===== config.mk =====
export PLATFORM = sky130hd
export DESIGN_NAME = alu_share_arbiter
export DESIGN_NICKNAME = d
export VERILOG_FILES = /design/src/rtl/alu_share_arbiter.sv
export SDC_FILE = /design/constraint.sdc
export NUM_CORES = 1
export LEC_CHECK = 0
export BUFFER_PORTS_ARGS = -buffer_cell sky130_fd_sc_hd__buf_4
export CORE_AREA = 2 2 108 110
export CTS_BUF_LIST = sky130_fd_sc_hd__clkbuf_8
export CTS_CLUSTER_SIZE = 8
export DETAILED_ROUTE_END_ITERATION = 16
export DIE_AREA = 0 0 110 112
export GPL_TIMING_DRIVEN = 0
export MAX_ROUTING_LAYER = met4
export PLACE_DENSITY = 0.82
export SLEW_MARGIN = 20
export SYNTH_ARGS = -nofsm -noshare
export SYNTH_HDL_FRONTEND = slang
export SYNTH_SLANG_ARGS = --single-unit

===== constraint.sdc =====
create_clock -name clk -period 2.52 [get_ports clk]
set_clock_uncertainty 0.2 [all_clocks]
set_input_delay 0.504 -clock clk [delete_from_list [all_inputs] [get_ports clk]]
set_output_delay 0.504 -clock clk [all_outputs]
set_load 0.03 [all_outputs]

===== src/rtl/alu_share_arbiter.sv =====
// Round-robin front end that shares one external combinational ALU between NREQ
// requesters, with valid/ready on both the request and the response side.
//
// state  | meaning
// -------+---------------------------------------------------------------
// S_IDLE | waiting for a request; winner is accepted combinationally
// S_EXEC | registered operands presented to the ALU for one cycle
// S_RESP | result held on rsp_* until the owning requester takes it
module alu_share_arbiter #(
   parameter  int NREQ = 2,
   parameter  int XLEN = 32,
   parameter  int OPW  = 4,
   localparam int GW   = $clog2(NREQ)
) (
   input  logic                 clk,
   input  logic                 rst_n,
   input  logic [NREQ-1:0]      req_valid,
   output logic [NREQ-1:0]      req_ready,
   input  logic [NREQ*XLEN-1:0] req_a,
   input  logic [NREQ*XLEN-1:0] req_b,
   input  logic [NREQ*OPW-1:0]  req_op,
   output logic [XLEN-1:0]      alu_a,
   output logic [XLEN-1:0]      alu_b,
   output logic [OPW-1:0]       alu_op,
   input  logic [XLEN-1:0]      alu_result,
   output logic [NREQ-1:0]      rsp_valid,
   output logic [XLEN-1:0]      rsp_data,
   output logic                 rsp_err,
   input  logic [NREQ-1:0]      rsp_ready,
   output logic                 busy,
   output logic [GW-1:0]        grant_id
);

   typedef enum logic [1:0] {
      S_IDLE = 2'd0,
      S_EXEC = 2'd1,
      S_RESP = 2'd2
   } state_t;

   localparam logic [OPW-1:0] OP_LAST = OPW'(9);
   localparam logic [GW-1:0]  LAST_RST = GW'(NREQ - 1);

   state_t            state_q, state_d;
   logic [XLEN-1:0]   a_q, a_d;
   logic [XLEN-1:0]   b_q, b_d;
   logic [OPW-1:0]    op_q, op_d;
   logic [XLEN-1:0]   rsp_data_q, rsp_data_d;
   logic              rsp_err_q, rsp_err_d;
   logic [GW-1:0]     grant_id_q, grant_id_d;
   logic [GW-1:0]     last_grant_q, last_grant_d;

   logic              win_found;
   logic [GW-1:0]     win_idx;
   logic [GW-1:0]     cand_idx;
   int unsigned       cand;

   // Search upward from the slot after the last served requester, wrapping.
   always_comb begin
      win_found = 1'b0;
      win_idx   = '0;
      cand      = 0;
      cand_idx  = '0;
      for (int k = 1; k <= NREQ; k++) begin
         cand     = (int'(last_grant_q) + k) % NREQ;
         cand_idx = GW'(cand);
         if (!win_found && req_valid[cand_idx]) begin
            win_found = 1'b1;
            win_idx   = cand_idx;
         end
      end
   end

   always_comb begin
      state_d      = state_q;
      a_d          = a_q;
      b_d          = b_q;
      op_d         = op_q;
      rsp_data_d   = rsp_data_q;
      rsp_err_d    = rsp_err_q;
      grant_id_d   = grant_id_q;
      last_grant_d = last_grant_q;
      req_ready    = '0;
      rsp_valid    = '0;

      case (state_q)
         S_IDLE: begin
            // No handshake may complete on a reset edge.
            if (win_found && rst_n) begin
               req_ready[win_idx] = 1'b1;
               a_d        = req_a[win_idx*XLEN +: XLEN];
               b_d        = req_b[win_idx*XLEN +: XLEN];
               op_d       = req_op[win_idx*OPW +: OPW];
               grant_id_d = win_idx;
               state_d    = S_EXEC;
            end
         end
         S_EXEC: begin
            rsp_err_d  = (op_q > OP_LAST);
            rsp_data_d = (op_q > OP_LAST) ? '0 : alu_result;
            state_d    = S_RESP;
         end
         S_RESP: begin
            if (rst_n) begin
               rsp_valid[grant_id_q] = 1'b1;
            end
            if (rsp_ready[grant_id_q]) begin
               last_grant_d = grant_id_q;
               state_d      = S_IDLE;
            end
         end
         default: begin
            state_d = S_IDLE;
         end
      endcase
   end

   always_ff @(posedge clk) begin
      if (!rst_n) begin
         state_q      <= S_IDLE;
         a_q          <= '0;
         b_q          <= '0;
         op_q         <= '0;
         rsp_data_q   <= '0;
         rsp_err_q    <= 1'b0;
         grant_id_q   <= '0;
         last_grant_q <= LAST_RST;
      end else begin
         state_q      <= state_d;
         a_q          <= a_d;
         b_q          <= b_d;
         op_q         <= op_d;
         rsp_data_q   <= rsp_data_d;
         rsp_err_q    <= rsp_err_d;
         grant_id_q   <= grant_id_d;
         last_grant_q <= last_grant_d;
      end
   end

   assign alu_a    = a_q;
   assign alu_b    = b_q;
   assign alu_op   = op_q;
   assign rsp_data = rsp_data_q;
   assign rsp_err  = rsp_err_q;
   assign grant_id = grant_id_q;
   assign busy     = (state_q != S_IDLE);

endmodule


**Yosys cells after proc, flatten, opt, wreduce, memory -nomap -nowiden**

Index checks and enable logic that the tools add are counted.

- Word-level logic and storage cells: 56
- Bits of input ports: 174
- Bits in registers: 105
- Output and inout port bits: 107

- Mux-type cells: 22
- $lt $le $gt $ge: 7
- Shift-type cells: 3
- $add $sub $neg: 2
- Reductions and logical operators: 10
- Equality and inequality tests: 4

Operator list:

| operator | number |
|---|---|
| $shiftx 64x7->32 | 2 |
| $mux 32 | 1 |
| $mux 1 | 12 |
| $mux 2 | 6 |
| $lt 1x2->1 const B | 4 |
| $shiftx 8x4->4 | 1 |
| $pmux 2 s3 | 1 |
| $reduce_and 2->1 | 3 |
| $gt 4x4->1 const B | 1 |
| $logic_and 1x1->1 | 4 |
| $ne 2x2->1 const B | 2 |
| $add 1x1->1 const B | 2 |
| $demux 1 s1 | 2 |
| $eq 2x1->1 const B | 1 |
| $eq 2x2->1 const B | 1 |
| $ge 1x1->1 const B | 2 |
| $logic_not 2->1 | 1 |
| $reduce_bool 2->1 | 1 |
| $logic_not 1->1 | 1 |

**Longest topological paths before layout**

- Depth in word-level cells: 13
- Gate-level depth with buffers: 7
- Mapped depth without buffers: 3

**Least setup slack after synthesis**

No wires, ideal clock.

- Path type: input-to-output
- Start point: input port req_valid[0]
- End point: output port req_ready[0]
- Path buffers: 3
- Slack: -0.185 ns
- Data arrival time: 2.001 ns
- Stages: 4
- Data required time: 1.816 ns
- Cell sequence: buf_2 -> buf_1 -> clkbuf_1 -> nor3b_1

- Longest elaborated chain between the ends: 12
- Elaborated cells between the ends (all ways): 18
- Those cells by class: order compare (2); mux (12); reduce/logical (4)

Ends and longest elaborated chain:

| what | line | source |
|---|---|---|
| from (decl) | 17 | `input logic [NREQ-1:0] req_valid,` |
| $mux 1 (implied by the code) (2 in series) | 66 | `if (!win_found && req_valid[cand_idx]) begin` |
| $mux 1 | 66 |  |
| $logic_not 1->1 | 66 |  |
| $logic_and 1x1->1 | 66 |  |
| $mux 1 | 66 |  |
| $lt 1x2->1 (implied by the code) / $ge 1x1->1 (equally long branches) | 89 | `req_ready[win_idx] = 1'b1;` |
| $logic_and 1x1->1 (implied by the code) | 89 |  |
| $mux 1 (implied by the code) | 89 |  |
| $demux 1 s1 | 89 |  |
| $mux 2 (*) | 88 | `if (win_found && rst_n) begin` |
| $mux 2 (*) | 85 | `case (state_q)` |
| to (decl) | 18 | `output logic [NREQ-1:0] req_ready,` |

Mark *: on every way between the ends. The rest lies on a longest branch, timed or not. The select of a mux whose other input is x is not followed.

**Final worst setup path**

- Start point: register state_q[1]
- End point: output port req_ready[0]

- Longest elaborated chain between the ends: 2

Ends and longest elaborated chain:

| what | line | source |
|---|---|---|
| from (decl) | 43 | `state_t state_q, state_d;` |
| from (signal assigned) | 128 | `state_q <= state_d;` |
| $logic_not 2->1 | 85 |  |
| $mux 2 | 85 |  |

Every way passes these cells.

==> run summary <==
The commonest cells after synthesis are sky130_fd_sc_hd__dfxtp_1, sky130_fd_sc_hd__nand2_1, sky130_fd_sc_hd__a221o_1, sky130_fd_sc_hd__nor3_1, sky130_fd_sc_hd__clkbuf_1. The most frequent cell after synthesis was sky130_fd_sc_hd__dfxtp_1. In the routed design, unresolved DRC markers number 0. Measured against its own limit, the worst slew margin works out to 63.06%. STA classifies the critical path startpoint as a register. The final route contains 4880 vias. Clock tree synthesis inserted a total of 9 buffers. The wire length of the first global-routing pass was 23450 um. The logs give 0.0002954 V for the highest ir drop seen on vdd and 105 for the number of clock sinks seen by CTS. The effective utilization at floorplan is 38.85%, and the deepest level of the CTS H-tree is 3.

The maximum single-stage delay on the critical path was 0.39 ns. The tools report the filler cell count in the final layout as 997. Averaged over all synthesized cells, the footprint is 8.952 um2. The cell at the root of the clock tree is sky130_fd_sc_hd__clkbuf_8. The area overhead of the layout relative to synthesis was 57.95%; the top-area cell type share of the netlist area was 48.41%. Summed over all nets, wire length on met3 after detailed routing comes to 1283 um.

In the detailed route, the total length drawn on met2 is 7872 um. In the synthesized netlist the dominant register cell turns out to be sky130_fd_sc_hd__dfxtp_1. The number of placed cells counting well taps is 907, and the slew at the pin closest to its max-slew limit is 0.5540 ns. For this run the aggregate overflow at the end of global routing stands at 0. The area of the core came out at 11170 um2.

The first detailed-routing pass took 4 iterations. The floorplan step set the die width to 110 um. The number of pins with negative max-slew slack in the final report is 0, and the number of global-route vias before repair is 4797. The run gives 39 as the number of core rows. Traced cell by cell, the critical path runs through or3b_1 -> buf_6 -> buf_4 -> nor3b_2 -> buf_4. The net count of the finished layout is 953. The total track usage came out at 24.84%.

The run gives 0.1574 ns as the post-route worst hold slack. The tools report the cell area after synthesis as 4342 um2. The most repeated library cell on the critical path is sky130_fd_sc_hd__buf_4.

After synthesis, the cell types taking the most area are sky130_fd_sc_hd__dfxtp_1, sky130_fd_sc_hd__a221o_1, sky130_fd_sc_hd__nand2_1. The detailed placer's ending HPWL was 12180 um; the depth of the worst hold-timing path was 2. For this run, the top clock speed supported by timing is 407.3 MHz.

The register bit count reported by yosys was 105; the placer's final routability congestion estimate was 0.9079. Setup repair after global routing left no endpoint under its margin. Fraction of layout instances using a drive strength above 1: 40.74%. Synthesis produced a netlist whose cell count is 485. Yosys mapped a number of flops with a built-in enable equal to 0. Final non-filler cell total: 926.

The clock network latency to the later pin of the worst-skew pair came out at 0.36 ns. The run gives 0 as the number of hold-slack violations in the final timing report. The logs give 326 for the number of DRC markers in iteration 0 and 0 for the total of warnings raised by yosys. The number of vias per cell after detailed routing works out to 5.270. The number of antenna diodes in the final layout is 0.

Total power divided by cell area: 609.0 nW/um2. The run gives 659 as the net count of the mapped netlist. In this run the static leakage power is 3.178 nW.

STA classifies the critical path endpoint as an output port. Data arrives at the worst endpoint at 1.75 ns. The number of ports placed on the die boundary is 281, and the count of different cell masters after synthesis is 29.

Proportion of synthesized flip-flops having asynchronous set or reset: 0%. The final-report setup violation count came out at 0. The cell accounting for the most synthesized area is sky130_fd_sc_hd__dfxtp_1. The worst hold-check path type was input port to register. The routed design could run at a clock period as short as 2.455 ns. The detail route stage leaves a number of antenna-violating nets equal to 0. The number of cells on the worst reg-to-reg path is 6. The clock-pin transition on the worst setup and hold timing paths is 0.10 ns, and the worst path buffer plus inverter count is 3. The total detailed-routing wirelength was 15570 um. The routed length per instance is 16.81 um. Of the synthesized area, sequential elements account for 48.41%. Maximum fanout encountered on the critical timing path: 10. TritonCTS built the clock tree.

The cell with the largest stage delay on the worst path was sky130_fd_sc_hd__or3b_1. Max-cap violations in this run came to 0. The category of cells accounting for the largest share of critical-path delay was simple AND/OR/NAND/NOR gates.

The clock passes through at most 2 buffers. The tools report the maximum number of pins on one net before global-route repair as 17. Input and output buffers added on the ports amount to 279. Data on the critical path is required at its endpoint by 1.82 ns. The floorplan die height came out at 112 um.

The tools report the die area as 12320 um2. The highest layer touched by signal routing is met4. The number of gates on the worst path with buffers counted came out at 5.

The worst setup path is of the register to output port kind. Of the available clock period, the critical path in the final layout requires 97.43%. The flow ran to the end, and the final reports show no timing, DRC or antenna violations.

The tools report the sum of routed wire segments on met1 as 6047 um. The number of antenna violations at the first check in global routing was 0.
-- cells by family (layout without fill, tap and decap cells) --
family                 after synthesis  count (layout)  share of synthesized area (%)
AND/OR/NAND/NOR                    216             216                          22.36
flip-flops                         105             105                          48.42
buffers and inverters               55             353                          6.311
AO/OA/AOI/OAI                      108             108                          22.68
multiplexers                         1               1                         0.2306
-- through the flow --
stage                     TNS (ns)  cell area [um2]  total power, mW  util (%)  setup slack (ns)
after floorplan                  0             4347            2.584         -           0.09708
after global placement     -0.3522             6620            3.131     59.24           -0.2879
after detailed placement   -0.3329             6620            3.157     59.24           -0.2449
after CTS                        0             6828            4.197     61.10          0.003350
after global routing             0             6858            4.349     61.37          0.002449
final                            0             6858            4.176     61.37           0.06489
-- area by class of cell --
type	count	area, um2	share of cell area, %
Inverter	1	3.754	0.05473
Multi-Input combinational cell	325	1971	28.74
Clock buffer	10	137.6	2.007
Tap cell	143	178.9	2.609
Buffer	53	272.8	3.977
Clock inverter	5	57.56	0.8393
Sequential cell	105	2105	30.69
Timing Repair Buffer	284	2132	31.09
-- where the power goes --
part	internal, mW	switching [mW]	leakage (nW)
clock network	0.480	0.567	0.0958
registers	1.81	0.0981	0.864
logic	0.544	0.675	2.22
-- worst paths after layout --
| check | slack (ns) | from | end |
|---|---|---|---|
| worst max-delay path | 0.06 | state_q[1]$_SDFFE_PN0P_ | req_ready[0] |
| worst min-delay path | 0.16 | req_a[34] | alu_a[2]$_SDFFE_PN0P_ |
| worst max register to register | 0.37 | state_q[1]$_SDFFE_PN0P_ | alu_b[3]$_SDFFE_PN0P_ |
| worst min register to register | 0.26 | rsp_data[5]$_SDFFE_PN0N_ | rsp_data[5]$_SDFFE_PN0N_ |
-- metal layers --
layer  global-route usage, %  up-vias
li1                        -     2357
met1                   27.48     2252
met2                   43.39      243
met3                   4.742       28
met4                   9.367        0
met5                       -        -
-- sequential cells by signal (all words and copies together), names as in the netlist --
register      flops
alu_b            32
grant_id          1
alu_a            32
rsp_data         32
rsp_err           1
alu_op            4
last_grant_q      1
state_q           2
-- layout by cell type, fill, tap and decap left out, types with 2 or more instances in the layout --
cell                         instances
sky130_fd_sc_hd__buf_4             285
sky130_fd_sc_hd__dfxtp_1           103
sky130_fd_sc_hd__nand2_1           102
sky130_fd_sc_hd__nor3_1             68
sky130_fd_sc_hd__a221o_1            68
sky130_fd_sc_hd__clkbuf_1           36
sky130_fd_sc_hd__nand3_1            32
sky130_fd_sc_hd__a21boi_1           19
sky130_fd_sc_hd__a21boi_0           14
sky130_fd_sc_hd__clkbuf_8           10
sky130_fd_sc_hd__buf_6               8
sky130_fd_sc_hd__buf_2               6
sky130_fd_sc_hd__nor2b_1             3
sky130_fd_sc_hd__nor2_1              3
sky130_fd_sc_hd__clkbuf_2            2
sky130_fd_sc_hd__inv_1               2
sky130_fd_sc_hd__nand2b_1            2
sky130_fd_sc_hd__clkinvlp_4          2
sky130_fd_sc_hd__dfxtp_2             2
-- repair_timing --
action,in CTS,in global routing
gates resized for setup,3,4
pin swaps,1,0
hold buffers,0,0
endpoints found under the setup margin,2,2
buffers inserted,1,4
Note: power is estimated with default switching activity, not from simulation.
